===== src/rtl/cia_serial_port.sv =====
// CIA serial data port (SDR). Output mode shifts sdr out MSB-first on SP,
// clocked by Timer A underflows, and drives CNT; input mode shifts SP in on
// rising CNT edges. Produces the one-phi2-period SP interrupt source.
//
// state | meaning
// IDLE  | no byte in flight (output mode waits for a full buffer, input mode lives here)
// SHIFT | output byte in progress; CNT toggles on every Timer A underflow
module cia_serial_port #(
  parameter int NBITS = 8
) (
  input  logic       clk,
  input  logic       res_n,
  input  logic       phi2_dn,
  input  logic       we,
  input  logic [3:0] addr,
  input  logic [7:0] data,
  input  logic       sp_mode,
  input  logic       ta_underflow,
  input  logic       cnt_in,
  input  logic       sp_in,
  output logic       cnt_out,
  output logic       sp_out,
  output logic [7:0] sdr,
  output logic       irq_sp
);

  localparam int CW = $clog2(NBITS + 1);

  typedef enum logic {IDLE, SHIFT} state_t;

  state_t           state, nxt_state;
  logic [NBITS-1:0] shifter, nxt_shifter;
  logic [7:0]       nxt_sdr;
  logic [CW-1:0]    bitcnt, nxt_bitcnt;
  logic             buf_full, nxt_buf_full;
  logic             nxt_cnt_out, nxt_sp_out, nxt_irq;
  logic             cnt_prev, mode_prev;

  logic             wr_sdr, mode_chg, cnt_rise, load, rx_done;
  logic [NBITS-1:0] rx_shift;

  assign wr_sdr   = we && (addr == 4'hC) && phi2_dn;
  assign mode_chg = (sp_mode != mode_prev);
  assign cnt_rise = !cnt_prev && cnt_in;
  // A new byte starts from IDLE or right after the last bit's rising toggle,
  // never on the same underflow that finishes the previous byte.
  assign load     = sp_mode && ta_underflow && buf_full &&
                    ((state == IDLE) || (bitcnt == '0));
  assign rx_shift = {shifter[NBITS-2:0], sp_in};
  assign rx_done  = cnt_rise && (bitcnt == CW'(NBITS - 1));

  // State and datapath registers; everything advances only on phi2_dn.
  always_ff @(posedge clk) begin
    if (!res_n) begin
      state     <= IDLE;
      sdr       <= '0;
      shifter   <= '0;
      bitcnt    <= '0;
      buf_full  <= 1'b0;
      cnt_out   <= 1'b1;
      sp_out    <= 1'b1;
      irq_sp    <= 1'b0;
      cnt_prev  <= 1'b1;
      mode_prev <= 1'b0;
    end else if (phi2_dn) begin
      state     <= nxt_state;
      sdr       <= nxt_sdr;
      shifter   <= nxt_shifter;
      bitcnt    <= nxt_bitcnt;
      buf_full  <= nxt_buf_full;
      cnt_out   <= nxt_cnt_out;
      sp_out    <= nxt_sp_out;
      irq_sp    <= nxt_irq;
      cnt_prev  <= cnt_in;
      mode_prev <= sp_mode;
    end
  end

  // Next-state: start on load, fall back to IDLE once the last bit is out.
  always_comb begin
    nxt_state = state;
    if (mode_chg || !sp_mode) begin
      nxt_state = IDLE;
    end else if (ta_underflow) begin
      if (load) begin
        nxt_state = SHIFT;
      end else if ((state == SHIFT) && (bitcnt == '0)) begin
        nxt_state = IDLE;
      end
    end
  end

  // Datapath and pin levels for the coming phi2_dn.
  always_comb begin
    nxt_sdr      = sdr;
    nxt_shifter  = shifter;
    nxt_bitcnt   = bitcnt;
    nxt_buf_full = buf_full;
    nxt_cnt_out  = cnt_out;
    nxt_sp_out   = sp_out;
    nxt_irq      = 1'b0;
    if (mode_chg) begin
      nxt_bitcnt   = '0;
      nxt_cnt_out  = 1'b1;
      nxt_sp_out   = 1'b1;
      nxt_buf_full = 1'b0;
      if (wr_sdr) nxt_sdr = data;
    end else if (sp_mode) begin
      if (ta_underflow) begin
        if (load) begin
          nxt_shifter  = sdr;
          nxt_buf_full = 1'b0;
          nxt_sp_out   = sdr[NBITS-1];
          nxt_cnt_out  = 1'b0;
          nxt_bitcnt   = CW'(NBITS);
        end else if ((state == SHIFT) && (bitcnt != '0)) begin
          if (!cnt_out) begin
            nxt_cnt_out = 1'b1;
            nxt_bitcnt  = bitcnt - CW'(1);
            nxt_irq     = (bitcnt == CW'(1));
          end else begin
            nxt_cnt_out = 1'b0;
            nxt_shifter = shifter << 1;
            nxt_sp_out  = shifter[NBITS-2];
          end
        end
      end
      // A write that coincides with a reload keeps the new byte pending.
      if (wr_sdr) begin
        nxt_sdr      = data;
        nxt_buf_full = 1'b1;
      end
    end else begin
      nxt_cnt_out  = 1'b1;
      nxt_sp_out   = 1'b1;
      nxt_buf_full = 1'b0;
      if (wr_sdr) nxt_sdr = data;
      if (cnt_rise) begin
        nxt_shifter = rx_shift;
        if (rx_done) begin
          // The received byte wins over a simultaneous CPU write.
          nxt_sdr    = rx_shift;
          nxt_bitcnt = '0;
          nxt_irq    = 1'b1;
        end else begin
          nxt_bitcnt = bitcnt + CW'(1);
        end
      end
    end
  end

endmodule


===== config.mk =====
export PLATFORM = sky130hd
export DESIGN_NAME = cia_serial_port
export DESIGN_NICKNAME = d
export VERILOG_FILES = /design/src/rtl/cia_serial_port.sv
export SDC_FILE = /design/constraint.sdc
export NUM_CORES = 1
export LEC_CHECK = 0
export ABC_AREA = 1
export CORE_UTILIZATION = 48
export DETAILED_ROUTE_END_ITERATION = 8
export GPL_TIMING_DRIVEN = 0
export PLACE_DENSITY = 0.85
export SYNTH_ARGS = -nofsm -noshare
export SYNTH_HDL_FRONTEND = slang
export SYNTH_SLANG_ARGS = --single-unit

===== constraint.sdc =====
create_clock -name clk -period 3 [get_ports clk]
set_clock_uncertainty 0.05 [all_clocks]
set_input_delay 0.6 -clock clk [delete_from_list [all_inputs] [get_ports clk]]
set_output_delay 0.6 -clock clk [all_outputs]
set_load 0.05 [all_outputs]

Yosys cells after proc, flatten, opt, wreduce, memory -nomap -nowiden
Cells that the tools add are included.
Storage, ports and cells
  register bits: 26
  output and inout port bits: 11
  logic and storage cells: 100
Operators by class
  bitwise operators: 2
  reductions and logical operators: 25
  add/sub/neg operators: 2
  muxes and demuxes: 48
  eq/ne operators: 13
Operators by type and width (count)
  two-way mux 7 bit: 6
  two-way mux 8 bit: 5
  two-way mux 4 bit: 8
  two-way mux 1 bit: 29
  inequality test 4 x 1 -> 1 bit, second input constant: 4
  logical AND 1 bit: 9
  inequality test 3 x 1 -> 1 bit, second input constant: 3
  AND reduction 3 bit: 3
  AND reduction 6 bit: 1
  nonzero test 3 bit: 2
  AND reduction 5 bit: 1
  adder 4 x 1 -> 4 bit, second input constant: 1
  == test 4 x 1 -> 1 bit, second input constant: 1
  == test 4 x 3 -> 1 bit, second input constant: 1
  == test 4 bit, second input constant: 1
  logical NOT 4 bit: 1
  inequality test 4 x 2 -> 1 bit, second input constant: 1
  AND reduction 4 bit: 1
  nonzero test 2 bit: 2
  nonzero test 4 bit: 1
  subtractor 4 x 1 -> 4 bit, second input constant: 1
  logical NOT 1 bit: 2
  logical OR 1 bit: 2
  inequality test 2 x 1 -> 1 bit, second input constant: 1
  other kinds (2): 3

Depth between registers and ports, before layout
  depth after elaboration: 8
  depth in mapped cells: 11

Least setup slack after synthesis
OpenSTA, ideal clock, no wires.
  path type: in2reg
  start: in sp_mode
  end: reg bitcnt[1]
  setup slack: 1018 ps
  data arrival time: 1819 ps
  stages: 10
  data required time: 2837 ps
  cells stage by stage: buf_4 inv_4 ha_1 nor2_2 o21ai_1 nand2_1 nor2_2 nand2_2 nor2_1 nor2_1
Between the ends
  cells in the longest elaborated chain, start to end: 7
  elaborated cells between the ends (all ways): 13
  classes of those cells: eq/ne: 4; mux: 4; reduce/logical: 5
Ends and longest elaborated chain
  start, declared: RTL line 17  | input logic sp_mode,
  logical AND 1 bit (3 in a row): RTL line 47  | assign load = sp_mode && ta_underflow && buf_full &&
  two-way mux 4 bit: RTL line 110  | if (load) begin
  two-way mux 4 bit: RTL line 109  | if (ta_underflow) begin
  two-way mux 4 bit: RTL line 108  | end else if (sp_mode) begin
  two-way mux 4 bit: RTL line 102  | if (mode_chg) begin
  end signal, assigned: RTL line 69  | bitcnt <= nxt_bitcnt;
  end, declared: RTL line 34  | logic [CW-1:0] bitcnt, nxt_bitcnt;
Several ways; a longest one is shown, not always the timed one. The select of a mux whose other input is x is not followed.
A chain may end at the register's enable or synchronous reset.

Worst setup path in the final report
Same ends and word-level chain as after synthesis.

==> results list <==
- Of the total power, registers draw 0.467.
- Filler Cells Inserted: between 300 and 400
- The most numerous cell type found on the critical path is nand2_1.
- Setup repair after global routing missed its margin: false
- Number of buffers on the longest clock path: 2
- Entering global routing, the biggest net connects 16 pins.
* Setup-violating endpoint count in the final report: 0
* Total number of vias: approximately 1,700
- Clock tree from TritonCTS: yes
* Routed len/inst: 11.6 µm
- Initial Utilization: 0.521
- Setup TNS: 0 ns
* Total global routing track utilization: 0.250
* Area taken by flip-flops and latches: roughly 520 µm²
- The share of synthesized area in the top cell type comes to 0.320.
* Power density cells: about 400 mW/mm²
* Switch Pwr: 238 µW
* Worst Setup Slack post-DPL: 0.251 ns
- The hold violation count in the final report came to 0.
* First-pass GRT wire length: 6720 µm
- The first routing iteration left 86 violations.
- At the end of the flow, the number of nets in the layout was 314.
* Reg2reg end: sdr[4]
- Synth area leader: dfxtp_1
* Clock network latency to the later pin of the worst-skew pair: between 0.3 and 0.4 ns
- CTS built an H-tree with a depth of 1.
* Post-synthesis cell count: around 250
- Total of max-cap violations: 0
- Multi-input gate area in the final layout: around 950 µm²
* Run status: finished clean
* Worst Slack Setup Final: 0.601 ns
* Number of buffers inserted by post-CTS setup repair: 0
- The count of buffers added on input and output ports is 30.
- The floorplan step defined a die boundary enclosing 0.00363 mm².
* Hold-critical path endpoint: cnt_prev
- The slowest stage of the critical path is the clkdlybuf4s50_1 cell.
- FFs w/ async S/R, synth: 0
- Final antenna-violating net count: 0
- Highest clock frequency the design can meet: roughly 420 MHz
- Clock-pin transition on the worst setup and hold timing paths: 0.16 ns
* Quantity of hold-fixing buffers added after cts: 0
- Final HPWL DP: 2930 µm
- Cell internal power was estimated by the tool at ~570 µW.
- Synth Cell Area: roughly 0.0016 mm²
* Share of total power consumed by net switching: 0.296
- Cell depth of the worst hold path: 2
- At the worst endpoint, the arrival time is 2.64 ns.
- Counting tap cells, the placed design contains a total of ~330 instances.
* Most repeated cell in the gate-level netlist after synthesis: nand2_1
- In this run the critical register-to-register path is launched from bitcnt[0].
* Num rows: 20
- In this run the clock root is driven by a clkbuf_4.
- Worst Setup End Kind: register
- In the routed design, unresolved DRC markers number 0.
- The synthesized design contains 26 register bits.
- The initial antenna violation count came to 0.
- IO Pins: 31
- For this design the static power due to leakage is approximately 0.00095 µW.
- Warning count from the yosys run: 0
* Final Non-Filler Cells: 332
- Drt first pass iters: 6
* Routed wire length: around 3900 µm
- The congestion estimate from routability-driven global placement came to 0.846.
* Smallest hold slack: roughly 0.44 ns
* Logic depth of the worst register-to-register path: 9
- Sorting the synthesized cells by area gives the leading types as dfxtp_1, nand2_1, nor2_1.
- Top fanout value on the critical path: 9
- Of the synthesized area, sequential elements account for 0.320.
- The die is around 60 µm wide.
- Buf+Inv Stages, Crit Path: 3
* Classification of the worst setup path: in2reg
- Hold WC Path Type: reg2reg
- The largest single stage delay on the critical path is between 0.4 and 0.5 ns.
- Syn Nets: roughly 280
* Startpoint kind of the worst setup timing path: input pin
- Layout cells sized above 1: 0.104
* Cell Chain, Critical Path: clkdlybuf4s50_1 > buf_4 > inv_4 > ha_1 > nor2_2 > o21ai_1 > nand2_1 > nor2_2 > nand2_2 > nand2_1 > nand2_1 > nor2_1
- Required arrival time at the worst endpoint: approximately 3.2 ns
- The synthesized design contains 0 enable-type register cells.
- Number of diodes: 0
- Peak ir drop on the vdd network: approximately 0.00027 V
* Worst R2R Setup Slack: about 1.1 ns
- The final number of max-transition violations was 0.
- Average vias per placed instance: 5.20
- Ranking of synthesized cells by instance count: nand2_1, nor2_1, dfxtp_1, o21ai_0, inv_1
- In this run, post-CTS repair resized a total of 0 instances.
- Of the available clock period, the critical path in the final layout requires 0.800.
* Main flop type after synthesis: dfxtp_1
- In this run the most critical hold path is launched from cnt_prev.
- The worst pin sits at a relative slew slack of 0.663.
- Aggregate global routing overflow: 0
- Worst-margin pin slew: just over 0.5 ns
- Combinational power share: 0.215
* Clock Power Share: 0.318
- CTS buffer count: 3
* CTS sink cnt: 26
- Synthesized area per cell: 6.41 µm²
* Synth cell types: 30
- CP top delay family: buffers and inverters
- Die span in y: roughly 60 µm
- Vias in the first global route: approximately 1,500
* Util after Layout: 0.651
- The total area inside the core boundary comes to about 0.0031 mm².
- The worst path in the final design needs a cycle of about 2.4 ns, including I/O delays and setup.
- Relative to the synthesized area, the layout overhead comes to 25.0%.
## registers in the layout, summed over array words and instances, names as in the netlist
signal and flops:
state 1, bitcnt 4, cnt_prev 1, cnt_out 1, sp_out 1, mode_prev 1
sdr 8, irq_sp 1, buf_full 1, shifter 7
## cell families after synthesis
kind of cell,synth area share
compound gates,0.137
simple gates,0.394
buf+inv,0.0998
flops,0.320
fa+ha+maj,0.0384
xor+xnor,0.0108
## worst max-delay path by stage
| stage | from | to | slack (ns) | cells past startpoint |
|---|---|---|---|---|
| after floorplan | sp_mode | bitcnt[1] | 1.02 | 10 |
| after global placement | sp_mode | bitcnt[1] | 0.28 | 12 |
| after detailed placement | sp_mode | bitcnt[1] | 0.25 | 12 |
| after CTS | sp_mode | bitcnt[1] | 0.62 | 12 |
| after global routing | sp_mode | bitcnt[1] | 0.45 | 12 |
| final | sp_mode | bitcnt[1] | 0.60 | 12 |
## per-layer routing
layer,track usage,wire (µm),part of all wire
met3,0.0433,274,0.071
met1,0.350,1790,0.46
met5,0,0,0
met4,0.0963,77,0.020
met2,0.377,1720,0.45
## power by group through the flow
stage / registers [µW] / clock network (µW) / logic, µW
global placement: 382 / 0 / 167
floorplan: 391 / 0 / 105
detailed placement: 382 / 0 / 172
CTS: 375 / 259 / 172
global route: 378 / 272 / 196
finish: 376 / 256 / 173
## stage by stage
step	area, µm²	power (µW)
CTS	2040	806
finish	2040	805
global route	2040	846
global placement	1980	550
detailed placement	1980	554
floorplan	1630	495
## cells in the final DEF (no fill, tap or decap), types with 4 or more instances in the layout
master | netlist | routed
clkdlybuf4s50_1 | 0 | 30
dfxtp_1 | 26 | 26
a21oi_1 | 8 | 8
nand2_2 | 5 | 5
inv_1 | 25 | 25
nand3_1 | 13 | 13
nor2_1 | 51 | 51
nand2_1 | 61 | 61
o21ai_0 | 26 | 26
ha_1 | 5 | 5
nand3_2 | 4 | 4
## worst register-to-register path, cell delays in order (launching register included)
cell	delay, ns
dfxtp_1	0.48
ha_1	0.26
nand2_2	0.10
nor3_4	0.27
nand3_2	0.18
buf_6	0.19
o21ai_2	0.05
nand2_1	0.06
nor2_1	0.09
nor2_1	0.04
## area by class of cell
class | count | area share
Buffer | 8 | 0.0289
Clock buffer | 3 | 0.0111
Clock inverter | 1 | 0.0147
Inverter | 27 | 0.0510
Multi-Input combinational cell | 193 | 0.464
Sequential cell | 26 | 0.256
Tap cell | 44 | 0.0270
Timing Repair Buffer | 30 | 0.147
Power figures use the tool's default switching activity.
